File: src/rtl/fabric_rr_arbiter_pkg.sv
// Shared fabric constants and types used by the slave-port arbiter blocks.
package fabric_rr_arbiter_pkg;

  localparam int FABRIC_NREQ      = 4;
  localparam int FABRIC_IDW       = 2;
  localparam int FABRIC_TMO_LIMIT = 255;
  localparam int FABRIC_TMO_WIDTH = 8;

  typedef enum logic {
    ST_IDLE = 1'b0,
    ST_BUSY = 1'b1
  } arb_state_t;

endpackage

File: src/rtl/fabric_rr_arbiter_pick.sv
// Combinational round-robin picker: first set request at or after last_id+1,
// wrapping around.
module fabric_rr_pick
  import fabric_rr_arbiter_pkg::*;
#(
  parameter int NREQ = FABRIC_NREQ,
  parameter int IDW  = FABRIC_IDW
) (
  input  logic [NREQ-1:0] req,
  input  logic [IDW-1:0]  last_id,
  output logic            valid,
  output logic [IDW-1:0]  winner
);

  int              cand;
  logic [IDW-1:0]  cand_idx;

  // Walk from farthest to nearest offset so the nearest set bit lands last.
  always_comb begin
    valid    = |req;
    winner   = '0;
    cand     = 0;
    cand_idx = '0;
    for (int i = NREQ; i >= 1; i--) begin
      cand     = (int'(last_id) + i) % NREQ;
      cand_idx = IDW'(cand);
      if (req[cand_idx]) winner = cand_idx;
    end
  end

endmodule

File: src/rtl/fabric_rr_arbiter.sv
// Round-robin arbiter granting one slave port to NREQ masters, with done-based
// release and an optional ownership timeout.
//
// state   | meaning
// --------+--------------------------------------------------------
// ST_IDLE | no owner; any request is arbitrated and granted next edge
// ST_BUSY | one owner holds the port until its done strobe or timeout
module fabric_rr_arbiter
  import fabric_rr_arbiter_pkg::*;
#(
  parameter int NREQ      = FABRIC_NREQ,
  parameter int IDW       = FABRIC_IDW,
  parameter int TMO_LIMIT = FABRIC_TMO_LIMIT,
  parameter int TMO_WIDTH = FABRIC_TMO_WIDTH
) (
  input  logic            clk,
  input  logic            rst,
  input  logic [NREQ-1:0] i_req,
  input  logic [NREQ-1:0] i_done,
  output logic [NREQ-1:0] o_gnt,
  output logic [IDW-1:0]  o_gnt_id,
  output logic            o_busy,
  output logic            o_tmo,
  output logic [IDW-1:0]  o_tmo_id
);

  localparam bit TMO_EN = (TMO_LIMIT != 0);
  // Counter value during the last BUSY cycle allowed before forced release.
  localparam logic [TMO_WIDTH-1:0] TMO_LAST =
    TMO_WIDTH'((TMO_LIMIT == 0) ? 0 : TMO_LIMIT - 1);

  arb_state_t           state_q, state_d;
  logic [NREQ-1:0]      gnt_d;
  logic [IDW-1:0]       gnt_id_d;
  logic                 busy_d;
  logic                 tmo_d;
  logic [IDW-1:0]       tmo_id_d;
  logic [TMO_WIDTH-1:0] cnt_q, cnt_d;
  logic [IDW-1:0]       last_q, last_d;
  logic                 pick_valid;
  logic [IDW-1:0]       pick_id;
  logic                 tmo_hit;

  fabric_rr_pick #(
    .NREQ (NREQ),
    .IDW  (IDW)
  ) u_pick (
    .req     (i_req),
    .last_id (last_q),
    .valid   (pick_valid),
    .winner  (pick_id)
  );

  assign tmo_hit = TMO_EN && (cnt_q == TMO_LAST);

  always_comb begin
    state_d  = state_q;
    gnt_d    = o_gnt;
    gnt_id_d = o_gnt_id;
    busy_d   = o_busy;
    tmo_d    = 1'b0;
    tmo_id_d = o_tmo_id;
    cnt_d    = cnt_q;
    last_d   = last_q;
    case (state_q)
      ST_IDLE: begin
        gnt_d  = '0;
        busy_d = 1'b0;
        if (pick_valid) begin
          state_d        = ST_BUSY;
          gnt_d[pick_id] = 1'b1;
          gnt_id_d       = pick_id;
          busy_d         = 1'b1;
          cnt_d          = '0;
          last_d         = pick_id;
        end
      end
      ST_BUSY: begin
        // Owner's done beats a coincident timeout.
        if (i_done[o_gnt_id]) begin
          state_d = ST_IDLE;
          gnt_d   = '0;
          busy_d  = 1'b0;
        end else if (tmo_hit) begin
          state_d  = ST_IDLE;
          gnt_d    = '0;
          busy_d   = 1'b0;
          tmo_d    = 1'b1;
          tmo_id_d = o_gnt_id;
        end else if (cnt_q != '1) begin
          cnt_d = cnt_q + 1'b1;
        end
      end
      default: begin
        state_d = ST_IDLE;
        gnt_d   = '0;
        busy_d  = 1'b0;
      end
    endcase
  end

  always_ff @(posedge clk) begin
    if (rst) begin
      state_q  <= ST_IDLE;
      o_gnt    <= '0;
      o_gnt_id <= '0;
      o_busy   <= 1'b0;
      o_tmo    <= 1'b0;
      o_tmo_id <= '0;
      cnt_q    <= '0;
      last_q   <= IDW'(NREQ - 1);
    end else begin
      state_q  <= state_d;
      o_gnt    <= gnt_d;
      o_gnt_id <= gnt_id_d;
      o_busy   <= busy_d;
      o_tmo    <= tmo_d;
      o_tmo_id <= tmo_id_d;
      cnt_q    <= cnt_d;
      last_q   <= last_d;
    end
  end

endmodule

File: config.mk
export PLATFORM = sky130hd
export DESIGN_NAME = fabric_rr_arbiter
export DESIGN_NICKNAME = d
export VERILOG_FILES = /design/src/rtl/fabric_rr_arbiter_pkg.sv /design/src/rtl/fabric_rr_arbiter_pick.sv /design/src/rtl/fabric_rr_arbiter.sv
export SDC_FILE = /design/constraint.sdc
export NUM_CORES = 1
export LEC_CHECK = 0
export BUFFER_PORTS_ARGS = -buffer_cell sky130_fd_sc_hd__buf_2
export CAP_MARGIN = 20
export CORE_MARGIN = 3
export CORE_UTILIZATION = 25
export CTS_CLUSTER_DIAMETER = 80
export DETAILED_ROUTE_END_ITERATION = 7
export PLACE_DENSITY = 0.43
export SYNTH_ARGS = -nofsm -noshare
export SYNTH_HDL_FRONTEND = slang
export SYNTH_HIERARCHICAL = 1
export SYNTH_SLANG_ARGS = --single-unit
export TNS_END_PERCENT = 20
File: constraint.sdc
create_clock -name clk -period 2 [get_ports clk]
set_input_delay 0.5 -clock clk [delete_from_list [all_inputs] [get_ports clk]]
set_output_delay 0.5 -clock clk [all_outputs]
set_load 0.005 [all_outputs]
# After elaboration in Yosys (flattened, before gate mapping)
# Cells that the tools add are included.
op_classes:
  add_sub_neg: 5
  n_lt_le_gt_ge: 7
  n_eq_ne: 7
  mux: 33
  bitwise_logic: 2
  n_reduce_logical: 6
ops:
  columns: ["operator", "n"]
  rows:
  - ["$mux 8", 4]
  - ["$lt 2x3->1 const B", 6]
  - ["$pmux 8 s2", 1]
  - ["$mux 1", 12]
  - ["$mux 4", 3]
  - ["$bmux 1 s2", 5]
  - ["$add 8x1->8 const B", 1]
  - ["$eq 8x8->1 const B", 1]
  - ["$mux 2", 4]
  - ["$ne 8x8->1 const B", 1]
  - ["$pmux 4 s2", 1]
  - ["$ne 2x2->1 const B", 3]
  - ["$add 2x1->2 const B", 2]
  - ["$add 2x2->2 const B", 2]
  - ["$pmux 1 s2", 2]
  - ["$reduce_and 4->1", 1]
  - ["$reduce_or 4->1", 1]
  - ["$ne 3x1->1 const B", 1]
  - ["$reduce_and 3->1", 1]
  - ["$reduce_or 3->1", 1]
  - ["$demux 1 s2", 1]
  - ["$ge 2x1->1 const B", 1]
  - ["$ne 2x1->1 const B", 1]
  - ["$not 1->1", 2]
  - ["other kinds (2)", 2]
totals:
  reg_bits: 21
  in_bits: 10
  output_inout_bits: 10
  wordCells: 68

# Longest topological paths before layout
depth:
  word_depth: 13
  ltp_mapped: 7
  depth_no_buf: 7

# By module
# The synthesis kept the hierarchy.
by_module_without_submodules:
  columns: ["mod", "instances", "cells_each", "area_per_inst_um2", "seq_area_each_um2"]
  rows:
  - ["fabric_rr_arbiter", 1, 124, 1083.5, 420.4]
  - ["fabric_rr_pick", 1, 14, 91.3, 0.0]

# Worst setup path after synthesis
# OpenSTA, ideal clock, no wires.
synth_timing:
  path_kind: "input-to-reg"
  from: "input i_done[1]"
  to: "register cnt_q[5]"
  setup_ns: 0.120
  arrival_ns: 1.602
  required_time_ns: 1.880
  path_slack_ns: 0.279
  stages: 4
  n_path_buf: 0
  cell_sequence: "mux2_4 o22a_4 o311a_1 a211o_1"
synth_via:
  elab_chain_len: 4
synth_lines:
  columns: ["item", "line", "source"]
  rows:
  - ["start, declared", "fabric_rr_arbiter.sv:19", "input logic [NREQ-1:0] i_done,"]
  - ["$bmux 1 s2", "fabric_rr_arbiter.sv:80", "if (i_done[o_gnt_id]) begin"]
  - ["$mux 1 (implied by the code)", "fabric_rr_arbiter.sv:80", null]
  - ["$ne 2x2->1 (no source line)", null, null]
  - ["$reduce_and 4->1 (no source line)", null, null]
  - ["end signal, assigned", "fabric_rr_arbiter.sv:119", "cnt_q <= cnt_d;"]
  - ["end, declared", "fabric_rr_arbiter.sv:38", "logic [TMO_WIDTH-1:0] cnt_q, cnt_d;"]
# Every way passes these cells. The select of a mux whose other input is x is not followed.
# A chain may end at the register's enable or synchronous reset.

# Worst setup path after layout
layout_timing:
  from: "register cnt_q[2]"
  to: "register cnt_q[3]"
layout_via:
  elab_chain_len: 5
  word_cells_on_any_way: 10
  cone_classes: "add/sub (1); eq/ne (4); mux (4); reduce/logical (1)"
layout_lines:
  columns: ["item", "line", "source"]
  rows:
  - ["$add 8x1->8", "fabric_rr_arbiter.sv:91", "cnt_d = cnt_q + 1'b1;"]
  - ["$mux 8", "fabric_rr_arbiter.sv:90", "end else if (cnt_q != '1) begin"]
  - ["$mux 8", "fabric_rr_arbiter.sv:84", "end else if (tmo_hit) begin"]
  - ["$mux 8", "fabric_rr_arbiter.sv:80", null]
  - ["$pmux 8 s2", "fabric_rr_arbiter.sv:65", "case (state_q)"]
# Parallel ways exist; a longest one is shown, timed or not. The select of a mux whose other input is x is not followed.

==> reports/metrics.json <==
{
  "run_status": {
    "outcome": "finished clean"
  },
  "synth": {
    "share_of_the_yosys_chip_area_belonging_to_registers": 0.358,
    "ys_seq_elements": 21,
    "post_synth_inst_count": 138,
    "syn_avg_cell_area_um2": 8.51,
    "synthesis.yosys.warnings": 6,
    "combined_area_of_all_synthesized_cells_um2": 1170,
    "synth_nets": 150,
    "synthDistinctLibCells": 42
  },
  "timing": {
    "timing.final.max_slew_violations": 0,
    "finalSetupViolations": 0,
    "post-route-period-util": 0.880,
    "fin_tns_setup_ns": 0,
    "grt_setup_unrepaired": "no",
    "max_transition_margin": 0.665,
    "hold-worst-slack_ns": 0.447,
    "fin_skew_ns": 0.00755,
    "finalCriticalPeriod_ns": 1.76,
    "final_hold_violation_count": 0,
    "worst_pin_slew_ns": 0.500,
    "max_clock_freq_ghz": 0.568
  },
  "global_route": {
    "grt.total_usage": 0.107,
    "antenna_found_initial": 0,
    "grt_pass1_vias": 1017,
    "grt_first_pass_wirelength_um": 4600,
    "grt.overflow.total": 0,
    "pin_count_of_the_biggest_net_entering_global_routing": 15
  },
  "drt": {
    "ant_nets": 0,
    "starting_drt_drc_count": 51,
    "totalWireLength_um": 2820,
    "post_drt_via_cell_ratio": 5.26,
    "remaining_drc_errors": 0,
    "route.vias.total": 1104,
    "routed_wire_length_per_instance_um": 13.4,
    "detail_route.first_pass.iterations": 4
  },
  "floorplanning": {
    "initial_util": 0.264,
    "die_width_um": 74.6,
    "fp.dieArea_um2": 5560,
    "die_h_um": 74.6,
    "placeableCoreArea_um2": 4440,
    "boundaryPins": 20,
    "standard_cell_row_count": 24
  },
  "worst_setup_path": {
    "cp-start-kind": "register",
    "critPathRequiredTime_ns": 2.15,
    "critical_path.max_fanout": 8,
    "reg2reg_slack_ns": 0.24,
    "critPathKind": "register to register",
    "crit_path_end_kind": "register",
    "crit_arrival_ns": 1.91
  },
  "power": {
    "power_density_nw_per_um2": 662,
    "total_power_mw": 0.911,
    "cellLeakagePower_nw": 0.575,
    "power.ir.vdd_worst_mv": 0.344
  },
  "clocking": {
    "cts_setup_buffers": 0,
    "cts_made_buffers": 3,
    "path_clk_slew_ns": 0.08,
    "holdBufCountCts": 0,
    "cts_max_level": 1,
    "cts_tree": "done",
    "post_cts_resize_count": 0,
    "cts-root-buf": "sky130_fd_sc_hd__clkbuf_8",
    "insertion_delay_ns": 0.26,
    "clock_sink_count": 21,
    "ctsLongestPathBuffers": 2
  },
  "worst_hold_path": {
    "worstHoldPathType": "input pin to register"
  },
  "place": {
    "place_congestion": 0.774,
    "place.detailed.hpwl_um": 2150,
    "port-buffer-count": 19
  },
  "finish": {
    "layout.cells.most_common": "sky130_fd_sc_hd__dfxtp_1",
    "area_delta_synth_final_pct": 17.1,
    "nNetsFinal": 171,
    "final_cell_mix": "21 x sky130_fd_sc_hd__dfxtp_1, 19 x sky130_fd_sc_hd__buf_2, 14 x sky130_fd_sc_hd__nor2_1, 13 x sky130_fd_sc_hd__a21oi_1, 10 x sky130_fd_sc_hd__nand3_1",
    "layout.core_utilization": 0.310,
    "fill_cells": 488,
    "antenna-diode-count": 0,
    "post_route_cells_drive_above_1_share": 0.253
  },
  "run": {
    "maxCapViolations": 0
  }
}
==> registers in the layout, indices dropped and copies added (netlist names) <==
signal    flops
cnt_q         8
o_gnt         4
last_q        2
o_gnt_id      2
o_tmo_id      2
o_busy        1
o_tmo         1
state_q       1
==> area by class of cell <==
class,count,area [µm²],area share
clock buffers,4,45.0,0.0327
inverters,2,7.51,0.00545
multi-input cells,107,706,0.513
flip-flops and latches,21,420,0.305
well taps,52,65.1,0.0473
repair buffers,24,133,0.0964
==> worst paths after layout <==
kind                            startpoint       end  cells past startpoint
worst max-delay path              cnt_q[2]  cnt_q[3]                      4
worst min-delay path                   rst  cnt_q[0]                      2
worst max register to register    cnt_q[2]  cnt_q[3]                      4
worst min register to register      o_busy    o_busy                      2
==> cell usage after synthesis, drive strengths merged <==
cell | number | share of area
and2 | 2 | 0.012
or2b | 2 | 0.013
nand3 | 10 | 0.043
or2 | 1 | 0.0053
nor4b | 2 | 0.015
nand4 | 5 | 0.027
o311a | 2 | 0.017
o22a | 1 | 0.015
nor4 | 3 | 0.016
or3 | 2 | 0.016
a21oi | 14 | 0.063
clkbuf | 7 | 0.031
ha | 2 | 0.021
inv | 2 | 0.0064
nor2b | 1 | 0.0053
mux2i | 1 | 0.0085
nand2b | 4 | 0.021
a31oi | 3 | 0.016
o211ai | 4 | 0.026
a32oi | 1 | 0.0075
nor2 | 14 | 0.045
a31o | 1 | 0.0075
mux2 | 2 | 0.022
and2b | 2 | 0.014
a211o | 5 | 0.037
a21boi | 1 | 0.016
o221ai | 1 | 0.013
nor3 | 4 | 0.021
nand3b | 1 | 0.0064
dfxtp | 21 | 0.36
o211a | 3 | 0.026
o22ai | 1 | 0.0053
buf | 1 | 0.0043
nand2 | 9 | 0.029
o21ai | 3 | 0.013
==> cells by family (layout without fill, tap and decap cells) <==
logic type	Yosys count	after routing	share of synthesized area
muxes	3	3	0.0309
AOI/OAI and AO/OA	40	40	0.261
adders and majority gates	2	2	0.0213
and+or+nand+nor	62	62	0.288
buffers and inverters	10	30	0.0415
DFF	21	21	0.358
==> through the flow <==
| step | instance area (µm²) | setup slack [ns] | cells |
|---|---|---|---|
| after floorplan | 1170 | 0.279 | 138 |
| after CTS | 1380 | 0.235 | 210 |
| after global placement | 1330 | 0.121 | 206 |
| final | 1380 | 0.239 | 210 |
| after global routing | 1380 | 0.0778 | 210 |
| after detailed placement | 1330 | 0.0978 | 206 |
==> per-layer routing <==
layer / wire (µm) / share of wire / GRT usage / vias up
met4: 15 / 0.0053 / 0.0237 / 0
met1: 1360 / 0.48 / 0.141 / 515
met2: 1280 / 0.46 / 0.171 / 32
li1: - / - / - / 555
met5: 0 / 0 / 0 / -
met3: 152 / 0.054 / 0.0338 / 2
==> power breakdown <==
group	switching [mW]	internal (mW)	leakage, nW	total (mW)
combinational	0.0982	0.0763	0.381	0.175
clock	0.133	0.142	0.0228	0.275
sequential	0.0208	0.441	0.171	0.461
==> worst max-delay path: stages (launching register included) <==
cell	delay, ns
sky130_fd_sc_hd__dfxtp_1	0.43
sky130_fd_sc_hd__nand4_1	0.30
sky130_fd_sc_hd__nor3_2	0.54
sky130_fd_sc_hd__nor4b_1	0.11
sky130_fd_sc_hd__a211o_1	0.28
No activity file was read; power rests on OpenSTA's default activity.
